**src/rtl/pipe_slice_pkg.sv**
```systemverilog
// ---------------------------------------------------------------------------
// pipe_slice_pkg
// Shared definitions for the valid/ready register-slice chain:
//   - slice mode encodings (ps_mode_t / PS_MODE_*)
//   - width of the optional statistics counters (PS_CNT_W)
//   - saturating increment helper used by those counters
// ---------------------------------------------------------------------------
package pipe_slice_pkg;

    typedef enum logic [1:0] {
        PS_MODE_PASS = 2'd0,
        PS_MODE_FWD  = 2'd1,
        PS_MODE_BWD  = 2'd2,
        PS_MODE_FULL = 2'd3
    } ps_mode_t;

    localparam int PS_CNT_W = 32;

    // Increment that sticks at all-ones instead of wrapping to zero.
    function automatic logic [PS_CNT_W-1:0] ps_sat_inc(input logic [PS_CNT_W-1:0] value);
        logic [PS_CNT_W-1:0] result;
        if (value == {PS_CNT_W{1'b1}}) begin
            result = value;
        end else begin
            result = value + {{(PS_CNT_W-1){1'b0}}, 1'b1};
        end
        return result;
    endfunction

endpackage

```
**src/rtl/pipe_slice.sv**
```systemverilog
// ---------------------------------------------------------------------------
// pipe_slice
// One valid/ready register slice. MODE selects the implementation:
//   0 pass-through, 1 forward-registered, 2 backward-registered (skid),
//   3 fully registered (main + skid entry).
// Ports:
//   clk, rst          clock / synchronous active-high reset
//   valid_f, data_f   upstream word offered
//   ready_f           slice accepts upstream word this cycle
//   valid_b, data_b   downstream word offered
//   ready_b           downstream accepts word this cycle
// ready_f is held low while rst is asserted in the registered modes so that
// nothing is accepted into state that is being cleared.
// ---------------------------------------------------------------------------
module pipe_slice
    import pipe_slice_pkg::*;
#(
    parameter int L    = 8,
    parameter int MODE = 3
) (
    input  logic         clk,
    input  logic         rst,
    input  logic         valid_f,
    input  logic [L-1:0] data_f,
    output logic         ready_f,
    output logic         valid_b,
    output logic [L-1:0] data_b,
    input  logic         ready_b
);

    if (L < 1) begin : g_bad_width
        $error("pipe_slice: L must be >= 1");
    end

    if (MODE == int'(PS_MODE_PASS)) begin : g_pass
        // Plain wires; clock and reset are intentionally not used here.
        logic pass_unused_s;
        assign pass_unused_s = clk ^ rst;
        assign ready_f       = ready_b;
        assign valid_b       = valid_f;
        assign data_b        = data_f;
    end else if (MODE == int'(PS_MODE_FWD)) begin : g_fwd
        logic         valid_q, valid_d;
        logic [L-1:0] data_q, data_d;
        logic         accept_s;

        // Space is available when empty or when the held word leaves now.
        assign ready_f  = ~rst & (~valid_q | ready_b);
        assign accept_s = valid_f & ready_f;
        assign valid_b  = valid_q;
        assign data_b   = data_q;

        // Next state: load on accept, otherwise empty once drained.
        always_comb begin
            valid_d = valid_q;
            data_d  = data_q;
            if (accept_s) begin
                valid_d = 1'b1;
                data_d  = data_f;
            end else if (ready_b) begin
                valid_d = 1'b0;
            end else begin
                valid_d = valid_q;
            end
        end

        // State register.
        always_ff @(posedge clk) begin
            if (rst) begin
                valid_q <= 1'b0;
                data_q  <= {L{1'b0}};
            end else begin
                valid_q <= valid_d;
                data_q  <= data_d;
            end
        end
    end else if (MODE == int'(PS_MODE_BWD)) begin : g_bwd
        logic         skid_valid_q, skid_valid_d;
        logic [L-1:0] skid_data_q, skid_data_d;

        // ready_f is a pure register output, cutting the combinational
        // ready path; the skid entry catches the word offered in the cycle
        // the downstream stalls.
        assign ready_f = ~rst & ~skid_valid_q;
        assign valid_b = ~rst & (valid_f | skid_valid_q);
        assign data_b  = rst ? {L{1'b0}} : (skid_valid_q ? skid_data_q : data_f);

        // Next state: skid drains on ready_b, fills on a refused accept.
        always_comb begin
            skid_valid_d = skid_valid_q;
            skid_data_d  = skid_data_q;
            if (skid_valid_q) begin
                if (ready_b) begin
                    skid_valid_d = 1'b0;
                end else begin
                    skid_valid_d = 1'b1;
                end
            end else if (valid_f & ready_f & ~ready_b) begin
                skid_valid_d = 1'b1;
                skid_data_d  = data_f;
            end else begin
                skid_valid_d = 1'b0;
            end
        end

        // State register.
        always_ff @(posedge clk) begin
            if (rst) begin
                skid_valid_q <= 1'b0;
                skid_data_q  <= {L{1'b0}};
            end else begin
                skid_valid_q <= skid_valid_d;
                skid_data_q  <= skid_data_d;
            end
        end
    end else if (MODE == int'(PS_MODE_FULL)) begin : g_full
        logic         main_valid_q, main_valid_d;
        logic [L-1:0] main_data_q, main_data_d;
        logic         skid_valid_q, skid_valid_d;
        logic [L-1:0] skid_data_q, skid_data_d;
        logic         accept_s;
        logic         drain_s;

        // Both directions registered: outputs come from the main entry and
        // ready_f only reflects skid occupancy.
        assign ready_f  = ~rst & ~skid_valid_q;
        assign valid_b  = main_valid_q;
        assign data_b   = main_data_q;
        assign accept_s = valid_f & ready_f;
        assign drain_s  = main_valid_q & ready_b;

        // Next state. A full skid implies ready_f=0, so no accept can
        // coincide with the skid-to-main move.
        always_comb begin
            main_valid_d = main_valid_q;
            main_data_d  = main_data_q;
            skid_valid_d = skid_valid_q;
            skid_data_d  = skid_data_q;
            if (skid_valid_q) begin
                if (drain_s) begin
                    main_valid_d = 1'b1;
                    main_data_d  = skid_data_q;
                    skid_valid_d = 1'b0;
                end else begin
                    skid_valid_d = 1'b1;
                end
            end else if (accept_s) begin
                if (~main_valid_q | drain_s) begin
                    main_valid_d = 1'b1;
                    main_data_d  = data_f;
                end else begin
                    skid_valid_d = 1'b1;
                    skid_data_d  = data_f;
                end
            end else if (drain_s) begin
                main_valid_d = 1'b0;
            end else begin
                main_valid_d = main_valid_q;
            end
        end

        // State register.
        always_ff @(posedge clk) begin
            if (rst) begin
                main_valid_q <= 1'b0;
                main_data_q  <= {L{1'b0}};
                skid_valid_q <= 1'b0;
                skid_data_q  <= {L{1'b0}};
            end else begin
                main_valid_q <= main_valid_d;
                main_data_q  <= main_data_d;
                skid_valid_q <= skid_valid_d;
                skid_data_q  <= skid_data_d;
            end
        end
    end else begin : g_bad_mode
        $error("pipe_slice: MODE must be 0..3");
        assign ready_f = 1'b0;
        assign valid_b = 1'b0;
        assign data_b  = {L{1'b0}};
    end

endmodule

```
**src/rtl/pipe_slice_chain.sv**
```systemverilog
// ---------------------------------------------------------------------------
// pipe_slice_chain
// Chain of STAGES identical valid/ready register slices (see pipe_slice)
// between a producer (_f side) and a consumer (_b side).
// Parameters: L payload width, STAGES slice count, MODE slice type (0..3).
// Ports:
//   clk, rst          clock / synchronous active-high reset
//   valid_f, data_f   producer word offered
//   ready_f           chain accepts producer word this cycle
//   valid_b, data_b   consumer word offered
//   ready_b           consumer accepts word this cycle
//   xfer_cnt          (PIPE_SLICE_CHAIN_STATS_EN) saturating count of _b transfers
//   stall_cnt         (PIPE_SLICE_CHAIN_STATS_EN) saturating count of valid_b & ~ready_b cycles
// Optional feature macro: PIPE_SLICE_CHAIN_STATS_EN.
// ---------------------------------------------------------------------------
module pipe_slice_chain
    import pipe_slice_pkg::*;
#(
    parameter int L      = 8,
    parameter int STAGES = 1,
    parameter int MODE   = 3
) (
    input  logic                clk,
    input  logic                rst,
    input  logic                valid_f,
    input  logic [L-1:0]        data_f,
    output logic                ready_f,
    output logic                valid_b,
    output logic [L-1:0]        data_b,
    input  logic                ready_b
`ifdef PIPE_SLICE_CHAIN_STATS_EN
    ,
    output logic [PS_CNT_W-1:0] xfer_cnt,
    output logic [PS_CNT_W-1:0] stall_cnt
`endif
);

    if (STAGES < 1) begin : g_bad_stages
        $error("pipe_slice_chain: STAGES must be >= 1");
    end
    if ((MODE < 0) || (MODE > 3)) begin : g_bad_mode
        $error("pipe_slice_chain: MODE must be 0..3");
    end

    // Each stage owns its own link signals so the ready path of a chain of
    // combinational slices is not one shared vector feeding back on itself.
    for (genvar k = 0; k < STAGES; k++) begin : g_stage
        logic         f_valid_s;
        logic [L-1:0] f_data_s;
        logic         f_ready_s;
        logic         b_valid_s;
        logic [L-1:0] b_data_s;
        logic         b_ready_s;

        if (k == 0) begin : g_head
            assign f_valid_s = valid_f;
            assign f_data_s  = data_f;
        end else begin : g_link
            assign f_valid_s = g_stage[k-1].b_valid_s;
            assign f_data_s  = g_stage[k-1].b_data_s;
        end

        if (k == STAGES - 1) begin : g_tail
            assign b_ready_s = ready_b;
        end else begin : g_mid
            assign b_ready_s = g_stage[k+1].f_ready_s;
        end

        pipe_slice #(
            .L    (L),
            .MODE (MODE)
        ) u_slice (
            .clk     (clk),
            .rst     (rst),
            .valid_f (f_valid_s),
            .data_f  (f_data_s),
            .ready_f (f_ready_s),
            .valid_b (b_valid_s),
            .data_b  (b_data_s),
            .ready_b (b_ready_s)
        );
    end

    assign ready_f = g_stage[0].f_ready_s;
    assign valid_b = g_stage[STAGES-1].b_valid_s;
    assign data_b  = g_stage[STAGES-1].b_data_s;

`ifdef PIPE_SLICE_CHAIN_STATS_EN
    logic                xfer_s;
    logic                stall_s;
    logic [PS_CNT_W-1:0] xfer_cnt_q, xfer_cnt_d;
    logic [PS_CNT_W-1:0] stall_cnt_q, stall_cnt_d;

    assign xfer_s  = valid_b & ready_b;
    assign stall_s = valid_b & ~ready_b;

    // Counter next state with saturation.
    always_comb begin
        xfer_cnt_d  = xfer_cnt_q;
        stall_cnt_d = stall_cnt_q;
        if (xfer_s) begin
            xfer_cnt_d = ps_sat_inc(xfer_cnt_q);
        end else begin
            xfer_cnt_d = xfer_cnt_q;
        end
        if (stall_s) begin
            stall_cnt_d = ps_sat_inc(stall_cnt_q);
        end else begin
            stall_cnt_d = stall_cnt_q;
        end
    end

    // Counter registers.
    always_ff @(posedge clk) begin
        if (rst) begin
            xfer_cnt_q  <= {PS_CNT_W{1'b0}};
            stall_cnt_q <= {PS_CNT_W{1'b0}};
        end else begin
            xfer_cnt_q  <= xfer_cnt_d;
            stall_cnt_q <= stall_cnt_d;
        end
    end

    assign xfer_cnt  = xfer_cnt_q;
    assign stall_cnt = stall_cnt_q;
`endif

endmodule

```
**config.mk**
```make
export PLATFORM = sky130hd
export DESIGN_NAME = pipe_slice_chain
export DESIGN_NICKNAME = d
export VERILOG_FILES = /design/src/rtl/pipe_slice_pkg.sv /design/src/rtl/pipe_slice.sv /design/src/rtl/pipe_slice_chain.sv
export SDC_FILE = /design/constraint.sdc
export NUM_CORES = 1
export LEC_CHECK = 0
export CORE_MARGIN = 3
export CORE_UTILIZATION = 35
export DETAILED_ROUTE_END_ITERATION = 12
export GPL_TIMING_DRIVEN = 0
export PLACE_DENSITY_LB_ADDON = 0.1
export SYNTH_ARGS = -nofsm -noshare
export SYNTH_HDL_FRONTEND = slang
export SYNTH_HIERARCHICAL = 1
export SYNTH_SLANG_ARGS = --single-unit
export TNS_END_PERCENT = 50
```
**constraint.sdc**
```tcl
create_clock -name clk -period 1.1 [get_ports clk]
set_input_delay 0.22 -clock clk [delete_from_list [all_inputs] [get_ports clk]]
set_output_delay 0.22 -clock clk [all_outputs]
set_load 0.005 [all_outputs]
```
## Word-level counts from Yosys, hierarchy flattened

Cells that the tools add are included.

| storage, ports and cells | value |
|---|---|
| register bits | 18 |
| input bits | 12 |
| output and inout port bits | 10 |

| cells by class | value |
|---|---|
| equality and inequality tests | 2 |
| mux-type cells | 13 |
| bitwise operators | 8 |
| reduce and logical (&&, ||, !) cells | 6 |

Operator list:

| operator | count |
|---|---|
| 8-bit 2-to-1 mux | 4 |
| 1-bit 2-to-1 mux | 9 |
| 3-bit AND reduction | 3 |
| 2-bit nonzero test | 3 |
| 1-bit NOT | 4 |
| 1-bit AND | 3 |
| 3-bit by 2-bit inequality test with 1-bit output (second input constant) | 1 |
| 2-bit inequality test (second input constant) | 1 |
| 1-bit bitwise OR | 1 |

## Depth between registers and ports, before layout

| logic depth | value |
|---|---|
| word-level depth | 5 |
| depth in mapped cells | 4 |

## Worst setup path before layout

No wires, ideal clock.

| timing | value |
|---|---|
| path kind | reg-to-reg |
| from | register g_stage[0].u_slice.g_full.skid_valid_q |
| to | register g_stage[0].u_slice.g_full.main_data_q[0] |
| setup time | 119 ps |
| arrival time | 1122 ps |
| required time | 981 ps |
| path slack | -141 ps |
| stages on the path, launching flop included | 5 |
| buffers on the path | 1 |
| period minus slack after synthesis | 1241 ps |
| path through | dfxtp_1 > or3b_1 > a22o_1 > buf_6 > mux2i_1 |

| on the way | value |
|---|---|
| word-level cells in the longest chain between the ends | 5 |
| elaborated cells between the ends (all ways) | 8 |
| classes of those cells | eq/ne: 1; mux: 1; bitwise: 3; reduce/logical: 3 |

Ends and longest elaborated chain:

| what | RTL line | RTL |
|---|---|---|
| start, declared | pipe_slice.sv:119 | `logic skid_valid_q, skid_valid_d;` |
| start signal, assigned | pipe_slice.sv:172 | `skid_valid_q <= skid_valid_d;` |
| 1-bit NOT (no line) | -- |  |
| 1-bit AND | pipe_slice.sv:126 | `assign ready_f = ~rst & ~skid_valid_q;` |
| 1-bit AND | pipe_slice.sv:129 | `assign accept_s = valid_f & ready_f;` |
| 2-bit nonzero test (no line) | -- |  |
| 3-bit AND reduction (no line) | -- |  |
| end signal, assigned | pipe_slice.sv:166 | `main_data_q <= {L{1'b0}};` |
| end signal, assigned | pipe_slice.sv:171 | `main_data_q <= main_data_d;` |
| end, declared | pipe_slice.sv:118 | `logic [L-1:0] main_data_q, main_data_d;` |

Several ways; a longest one is shown, not always the timed one.
A chain may end at the register's enable or synchronous reset.

## Worst setup path in the final report

| timing | value |
|---|---|
| from | register g_stage[0].u_slice.g_full.skid_valid_q |
| to | output ready_f |

| on the way | value |
|---|---|
| word-level cells in the longest chain between the ends | 2 |

Ends and longest elaborated chain:

| what | RTL line | RTL |
|---|---|---|
| 1-bit NOT (no line) | -- |  |
| 1-bit AND | pipe_slice.sv:126 |  |
| end, declared | pipe_slice_chain.sv:27 | `output logic ready_f,` |

No other way between the ends.

==> metrics.csv <==
metric,value,unit
status,"finished, violations left",
violations,negative setup slack,
cpPeakStageDelay,360,ps
syn_inst,93,
grt_overflow,0,
finalPower,1304,uW
drc_errors,0,
route.detailed.wl_per_inst,13.27,um
critical_path_class,reg2out,
post_drt_via_cell_ratio,5.019,
core,2233,um2
rsz0062_at_grt,yes,
placed_area,1079,um2
grt_use_total,14.56,%
path_cells,buf_4 > buf_8 > buf_8 > nor2_4 > buf_2,
floorplan.initialDensity,37.25,%
rrSetupSlack,-300,ps
layout_setup_ws,-327.7,ps
irDropWorstVdd,0.7015,mV
firstDrtPassIters,4,
fmax,0.7004,GHz
holdWs,302.3,ps
gp_congestion,0.6540,
hold-path-cell-count,2,
end_kind,output port,
nNetsFinal,141,
clock_latency,290,ps
nFillCells,212,
numCtsBuffers,3,
io_buffers,21,
stdcell_count,155,
area.growth.synth_to_final,50.08,%
seq_area_frac_synth,43.31,%
cp_max_fo,8,
fin_crit,1428,ps
critPathSlowestCell,dfxtp_4,
hold_path.class,in2reg,
cp-start-kind,flop,
cap_violations,0,
drt_iter0_drc,9,
finalSetupViolations,17,
ys_warn_count,6,
powerDensity,1044,nW/um2
grt_max_degree,11,
syn_avg_cell_area,8.947,um2
cts_buffer_depth,2,
fin_area,1249,um2
clk_pin_slew,100,ps
cts_num_sinks,18,
hpwl,1365,um
num_vias,778,
clock_skew,8.938,ps
htree_levels,1,
numPlacedInstances,142,
cts_tree,yes,
die_area,2998,um2
std_cell_rows,17,
drv_slew,0,
timing_worst_slew_pin_value,458.8,ps
grt_first_pass_wirelength,3139,um
ys_types,21,
p_leak,0.0005984,uW
root_buffer,clkbuf_4,
antenna_cells,0,
grt_pass1_vias,700,
crit_top_cell,buf_8,
finalWirelength,2057,um
arrival,1210,ps
antenna_found_initial,0,
fp.dieW,54.76,um
syn-num-nets,105,
antenna_left,0,
final-hold-violation-count,0,
drive_gt1_share,29.92,%
dpl_worst_slack,-644.8,ps
fin_crit_sh,129.8,%
r2r_cells,5,
cp.required,880,ps
synth-seq-cells,18,
fp.dieH,54.76,um
num_io_pins,22,
syn_area,832.0,um2
relSlewSlack,69.41,%
hold_buffers,0,
## metrics by stage
stage	utilization (%)	TNS (ps)
floorplan	-	-765.9
CTS	51.65	-3323
global route	55.91	-4368
finish	55.91	-3273
detailed placement	48.29	-10030
global placement	48.29	-10030
## where the power goes
part	internal (uW)	leakage, uW	total, uW	switching [uW]
logic	162	0.000433	286	124
registers	684	0.000151	698	14.4
clock network	127	0.0000138	320	193
total	973	0.000598	1300	331
## area by class of cell
class | count | area [um2] | share of cell area (%)
Multi-Input combinational cell | 67 | 459.2 | 36.77
Sequential cell | 18 | 377.9 | 30.26
Timing Repair Buffer | 31 | 286.5 | 22.95
Buffer | 6 | 60.06 | 4.810
Tap cell | 28 | 35.03 | 2.806
Clock buffer | 3 | 22.52 | 1.804
Inverter | 2 | 7.507 | 0.6012
## final timing paths
check / start / endpoint
max: g_stage[0].u_slice/g_full.skid_valid_q / ready_f
min: ready_b / g_stage[0].u_slice/g_full.skid_valid_q
max reg2reg: g_stage[0].u_slice/g_full.skid_valid_q / g_stage[0].u_slice/data_b[5]
min reg2reg: g_stage[0].u_slice/data_b[3] / g_stage[0].u_slice/data_b[3]
## synth_stat cells
library cell / count / share of area (%)
clkbuf_1: 2 / 0.90
nand3_1: 8 / 4.8
buf_2: 2 / 1.2
mux2_2: 5 / 6.8
buf_1: 1 / 0.45
nor2_1: 1 / 0.45
o211ai_1: 8 / 7.2
buf_6: 1 / 1.4
a211oi_1: 1 / 0.90
mux2i_1: 8 / 9.6
mux2_1: 3 / 4.1
or3b_1: 1 / 1.1
inv_2: 2 / 0.90
nand2_1: 25 / 11
dfxtp_1: 18 / 43
nand3b_1: 1 / 0.90
a22o_1: 1 / 1.1
nor4bb_1: 1 / 1.2
nand2b_1: 1 / 0.75
o21ai_1: 1 / 0.60
a21oi_1: 2 / 1.2
## routing by layer
layer	part of all wire [%]	global-route usage, %	vias to the layer above	wire length (um)
met4	0.83	6.224	0	17
met2	48	21.85	18	989
met5	0	0	-	0
met1	46	20.23	360	950
met3	4.8	2.452	2	99
li1	-	-	398	-
## flip-flops by register name (all words and copies together) (netlist names)
| signal | count |
|---|---|
| g_stage.u_slice/g_full.skid_data_q | 8 |
| g_stage.u_slice/g_full.skid_valid_q | 1 |
| g_stage.u_slice/valid_b | 1 |
| g_stage.u_slice/data_b | 8 |
## critical path: cells and delay by family, from the launching register on
family | cells | cell delay (ps)
buffers and inverters | 4 | 500
AND/OR/NAND/NOR | 1 | 60
flip-flops | 1 | 360
## what timing repair did
item / 4_1_cts / 5_1_grt
gates cloned: 0 / 0
endpoints found under the setup margin: 27 / 25
pin swaps: 1 / 11
resized for setup: 37 / 11
setup buffers: 3 / 7
## cells in the final DEF, fill, tap and decap left out, types with 2 or more instances in the layout
cell type and instances:
dfxtp_1 8, dfxtp_4 2, buf_8 2, a21oi_1 2
mux2_1 3, o211ai_1 8, nand2_1 25, mux2_2 5
mux2i_1 8, nand3_1 7, clkdlybuf4s15_1 2, inv_2 2
buf_4 6, clkbuf_4 3, dlygate4sd2_1 9, dfxtp_2 8
buf_6 6, clkdlybuf4s50_1 8
## cell families (layout without fill, tap and decap cells)
group / count (synthesis) / after routing / synth area share, %
AOI/OAI and AO/OA: 13 / 13 / 10.98
buffers and inverters: 8 / 42 / 4.812
DFF: 18 / 18 / 43.31
muxes: 16 / 16 / 20.45
and+or+nand+nor: 38 / 38 / 20.45
Power figures use the tool's default switching activity.
